**src/rtl/alu_result_collector.sv**
```systemverilog
// Captures one tagged ALU result per cycle into a show-ahead FIFO drained over valid/ready.
// Arith results are sign-extended, the other units are zero-extended, and drops/conflicts are sticky.
module alu_result_collector #(
    parameter int DATA_WIDTH = 16,
    parameter int DEPTH      = 4,
    parameter int CNT_WIDTH  = 3
) (
    input  logic                  clk,
    input  logic                  rst,
    input  logic                  Arith_flag,
    input  logic                  Logic_flag,
    input  logic                  CMP_flag,
    input  logic                  SHIFT_flag,
    input  logic signed [15:0]    Arith_OUT,
    input  logic [7:0]            Logic_OUT,
    input  logic [1:0]            CMP_OUT,
    input  logic [7:0]            SHIFT_OUT,
    input  logic                  out_ready,
    input  logic                  clr_ovf,
    output logic                  res_valid,
    output logic [DATA_WIDTH-1:0] res_data,
    output logic [1:0]            res_tag,
    output logic [CNT_WIDTH-1:0]  fifo_count,
    output logic                  full,
    output logic                  overflow,
    output logic                  flag_conflict
);

    localparam int PTR_W = $clog2(DEPTH);

    typedef enum logic [1:0] {
        TAG_ARITH = 2'b00,
        TAG_LOGIC = 2'b01,
        TAG_CMP   = 2'b10,
        TAG_SHIFT = 2'b11
    } tag_e;

    logic [DATA_WIDTH-1:0] data_mem_q [DEPTH];
    tag_e                  tag_mem_q  [DEPTH];

    logic [PTR_W-1:0]     wr_ptr_q, wr_ptr_d;
    logic [PTR_W-1:0]     rd_ptr_q, rd_ptr_d;
    logic [CNT_WIDTH-1:0] count_q, count_d;
    logic                 valid_q, valid_d;
    logic                 full_q, full_d;
    logic                 ovf_q, ovf_d;
    logic                 conf_q, conf_d;

    logic                  push, pop, wr_en, drop, conflict_now;
    logic [DATA_WIDTH-1:0] in_data;
    tag_e                  in_tag;

    assign push = Arith_flag | Logic_flag | CMP_flag | SHIFT_flag;
    assign conflict_now = (Arith_flag & (Logic_flag | CMP_flag | SHIFT_flag))
                        | (Logic_flag & (CMP_flag | SHIFT_flag))
                        | (CMP_flag & SHIFT_flag);

    // Fixed priority Arith > Logic > CMP > SHIFT
    always_comb begin
        in_data = '0;
        in_tag  = TAG_ARITH;
        if (Arith_flag) begin
            in_data = DATA_WIDTH'(Arith_OUT);
            in_tag  = TAG_ARITH;
        end else if (Logic_flag) begin
            in_data = DATA_WIDTH'(Logic_OUT);
            in_tag  = TAG_LOGIC;
        end else if (CMP_flag) begin
            in_data = DATA_WIDTH'(CMP_OUT);
            in_tag  = TAG_CMP;
        end else if (SHIFT_flag) begin
            in_data = DATA_WIDTH'(SHIFT_OUT);
            in_tag  = TAG_SHIFT;
        end
    end

    assign pop   = valid_q & out_ready;
    assign wr_en = push & (~full_q | pop);
    assign drop  = push & full_q & ~pop;

    always_comb begin
        wr_ptr_d = wr_ptr_q;
        rd_ptr_d = rd_ptr_q;
        count_d  = count_q;
        if (wr_en) begin
            wr_ptr_d = wr_ptr_q + PTR_W'(1);
        end
        if (pop) begin
            rd_ptr_d = rd_ptr_q + PTR_W'(1);
        end
        case ({wr_en, pop})
            2'b10:   count_d = count_q + CNT_WIDTH'(1);
            2'b01:   count_d = count_q - CNT_WIDTH'(1);
            default: count_d = count_q;
        endcase
        valid_d = (count_d != '0);
        full_d  = (count_d == CNT_WIDTH'(DEPTH));
        // A new event in the same cycle as a clear keeps the flag set
        ovf_d   = (ovf_q & ~clr_ovf) | drop;
        conf_d  = (conf_q & ~clr_ovf) | conflict_now;
    end

    always_ff @(posedge clk) begin
        if (rst) begin
            wr_ptr_q <= '0;
            rd_ptr_q <= '0;
            count_q  <= '0;
            valid_q  <= 1'b0;
            full_q   <= 1'b0;
            ovf_q    <= 1'b0;
            conf_q   <= 1'b0;
        end else begin
            wr_ptr_q <= wr_ptr_d;
            rd_ptr_q <= rd_ptr_d;
            count_q  <= count_d;
            valid_q  <= valid_d;
            full_q   <= full_d;
            ovf_q    <= ovf_d;
            conf_q   <= conf_d;
        end
    end

    always_ff @(posedge clk) begin
        if (!rst && wr_en) begin
            data_mem_q[wr_ptr_q] <= in_data;
            tag_mem_q[wr_ptr_q]  <= in_tag;
        end
    end

    assign res_valid     = valid_q;
    assign res_data      = valid_q ? data_mem_q[rd_ptr_q] : '0;
    assign res_tag       = valid_q ? tag_mem_q[rd_ptr_q] : TAG_ARITH;
    assign fifo_count    = count_q;
    assign full          = full_q;
    assign overflow      = ovf_q;
    assign flag_conflict = conf_q;

endmodule

```
**config.mk**
```make
export PLATFORM = sky130hd
export DESIGN_NAME = alu_result_collector
export DESIGN_NICKNAME = d
export VERILOG_FILES = /design/src/rtl/alu_result_collector.sv
export SDC_FILE = /design/constraint.sdc
export NUM_CORES = 1
export LEC_CHECK = 0
export CORE_AREA = 2 2 89 91
export CTS_CLUSTER_DIAMETER = 120
export CTS_CLUSTER_SIZE = 8
export DETAILED_ROUTE_END_ITERATION = 16
export DIE_AREA = 0 0 91 93
export PLACE_DENSITY = 0.74
export SYNTH_ARGS = -nofsm -noshare
export SYNTH_HDL_FRONTEND = slang
export SYNTH_SLANG_ARGS = --single-unit
```
**constraint.sdc**
```tcl
create_clock -name clk -period 3.5 [get_ports clk]
set_input_delay 0.7 -clock clk [delete_from_list [all_inputs] [get_ports clk]]
set_output_delay 0.7 -clock clk [all_outputs]
set_load 0.02 [all_outputs]
```
==> results.txt <==
Starting DRC count in detailed routing: 106
Vias in the first global route: 2231
Outcome: finished, final reports clean
Synthesized area: 0.00367 mm^2
Crit Path Max Fanout: 18
Final Power: 0.00265 W
Final hold violation count: 0
Unique masters post-synth: 37
Post-CTS Setup Bufs: 0
CP required: 2.80 ns
Mapped Cells: 229
LEAKAGE: 1.60 nW
Seq pwr share: 0.476
Total power divided by cell area: 573 mW/mm^2
Max Clock Freq: 336 MHz
Max cap viols: 0
Fin crit share: 0.851
Largest family of logic cells by synthesized area: multiplexers
Syn Nets: 277
RSZ-0062 raised after global routing: false
Critical Path Max Stage Delay: 0.62 ns
Die ar.: 0.00846 mm^2
Layout overhead on the synthesized area: 25.9%
Hold Crit Class: register to register
Clock root cell: clkbuf_8
Final ANT Viol Nets: 0
Post-synthesis mux area share: 0.127
R2r worst-path depth: 9
Via density: 5.13
Syn_area_per_cell: 16.0 um^2
Int Power: 0.00188 W
Yosys Warn Count: 0
Xor/xnor cell area share of the yosys netlist: 0.00954
Hold Crit Start: overflow$_SDFF_PP0_
Post-Synth Adder-Cell Area: 0.0225
Top Family by Delay on Critical Path: buffers and inverters
Clk pwr share: 0.214
Sw power: 0.000767 W
Hold EP: overflow$_SDFF_PP0_
Startpoint types: register
Row cnt: 32
Crit-path cells: buf_4 -> mux4_1 -> and2_1 -> clkdlybuf4s50_1
DR pass1 iterations: 4
Reg2reg setup slack: 0.93 ns
Final setup fails: 0
Die width: 91 um
Count leader, synth: edfxtp_1
Crit end category: primary output
Share of cells above drive strength 1: 0.120
Post-synth top cells: edfxtp_1 (72), and2_1 (30), dfxtp_1 (13), nor2_1 (12), nand2_1 (11)
Slowest CP cell: mux4_1
WL/cell: 15.9 um
CTS tree: built
Peak supply drop: 313 uV
Post-synth ARST share: 0
Clk sinks: 85
FF+latch count, synth: 85
Largest area contributor in the netlist: edfxtp_1
Core area: 0.00753 mm^2
Nets: 352
Die Y: 93 um
Sequential share of the synthesized area: 0.660
Initial antenna violation count: 0
GPL Wtd Cong: 0.789
Gr ovfl total: 0
IO Port Bufs: 66
Slew headroom: 0.662
Fin crit period: 2.98 ns
WP buf/inv: 2
Main synth FF type: edfxtp_1
Final routed DRC violation total: 0
Fin Clk Skew: 0.00820 ns
Critical R2R Launch: res_valid$_SDFF_PP0_
DP HPWL: 4470 um
Combinational power share: 0.310
Slew Limit Fails: 0
Hold Slack: 0.494 ns
Tot GR Track Use: 0.170
Pin count of the biggest net entering global routing: 29
Initial Util: 0.488
Area share of the largest cell type after synthesis: 0.589
Post-synth EDFFs: 72
H-tree Lvls: 3
Post-synthesis compound-gate area fraction: 0.0470
WP data arrival: 2.28 ns
Reg-to-reg endpoint: full$_SDFF_PP0_
Num ports: 67
Critical path class: register to primary output
Simple-gate share of the synthesized area: 0.108
Total number of vias: 2103
Final WL: 6520 um
Worst-margin pin slew: 0.502 ns
Switching part of the total: 0.290
Antenna cell count: 0
Worst Hold Depth: 2
Global-route wire length before repair: 10800 um
Reg clk slew, reported paths: 0.08 ns
Post-cts gate resize count: 0
Setup TNS: 0 ns
Clk_lat worst skew: 0.34 ns
CTS hold repair buffers: 0
Largest cells by area after synthesis: edfxtp_1 (59%), dfxtp_1 (7.1%), mux4_2 (6.1%)
Clock Path Buffers: 2
CTS buffer count: 9
## cells by family (layout without fill, tap and decap cells)
family | Yosys count | in the layout
DFF | 85 | 85
and+or+nand+nor | 69 | 69
AOI/OAI and AO/OA | 26 | 26
muxes | 21 | 21
buffers and inverters | 18 | 97
adders and majority gates | 6 | 6
xor gates and xnor gates | 4 | 4
## worst max-delay path by stage
stage          cells after the start               to       start
5_1_grt                            4      res_data[0]    register
4_1_cts                            4      res_data[0]    register
3_3_place_gp                       9  full$_SDFF_PP0_  SHIFT_flag
3_5_place_dp                       9  full$_SDFF_PP0_  SHIFT_flag
6_report                           4      res_data[0]    register
2_1_floorplan                      9  full$_SDFF_PP0_    CMP_flag
## power groups by stage
stage / registers [W] / logic [W] / clock network, W
6_report: 0.00126 / 0.000821 / 0.000567
5_1_grt: 0.00127 / 0.000894 / 0.000620
4_1_cts: 0.00126 / 0.000835 / 0.000581
3_5_place_dp: 0.00128 / 0.000833 / 0
3_3_place_gp: 0.00128 / 0.000816 / 0
2_1_floorplan: 0.00130 / 0.000485 / 0
## through the flow
step	instances	setup WS [ns]	instance area, um^2	utilization
2_1_floorplan	229	0.882	3670	-
3_3_place_gp	395	0.370	4470	0.593
3_5_place_dp	395	0.311	4470	0.593
4_1_cts	410	0.472	4620	0.614
5_1_grt	410	0.413	4620	0.614
6_report	410	0.521	4620	0.614
## placed cells by master, fill, tap and decap left out, types with 3 or more instances in the layout
| cell | count |
|---|---|
| edfxtp_1 | 72 |
| clkdlybuf4s50_1 | 66 |
| and2_1 | 30 |
| dfxtp_1 | 13 |
| nor2_1 | 12 |
| nand2_1 | 11 |
| buf_4 | 11 |
| mux4_2 | 10 |
| clkbuf_8 | 9 |
| mux4_1 | 8 |
| a22oi_1 | 7 |
| inv_1 | 5 |
| o21ai_0 | 5 |
| nor2b_1 | 5 |
| ha_1 | 5 |
| a21oi_1 | 3 |
| a211oi_1 | 3 |
| xor2_1 | 3 |
| nand2b_1 | 3 |
## per-layer routing
layer	vias up	track usage	part of all wire
li1	1021	-	-
met2	49	0.291	0.52
met3	7	0.0443	0.042
met5	-	0	0
met4	0	0.0530	0.010
met1	1026	0.213	0.43
## worst register-to-register path, stage by stage, from the launching register on
cell,delay [ns]
dfxtp_1,0.31
buf_4,0.22
nand2_1,0.17
a21oi_1,0.31
inv_1,0.08
ha_1,0.22
fa_1,0.39
xnor2_1,0.17
or4_1,0.46
a21oi_1,0.17
## layout make-up
cell class | instances | area, um^2
timing repair buffer | 77 | 743
tap | 102 | 128
sequential | 85 | 2420
multi-input combinational | 126 | 1150
clock buffer | 11 | 131
clock inverter | 4 | 26.3
inverter | 5 | 18.8
fill | 598 | 2900
## sequential cells by signal (all words and copies together), names as in the netlist, named ones only
signal         cells
fifo_count         3
rd_ptr_q           2
data_mem_q        64
tag_mem_q          8
res_valid          1
overflow           1
flag_conflict      1
wr_ptr_q           2
full               1
Note: power is estimated with default switching activity, not from simulation.
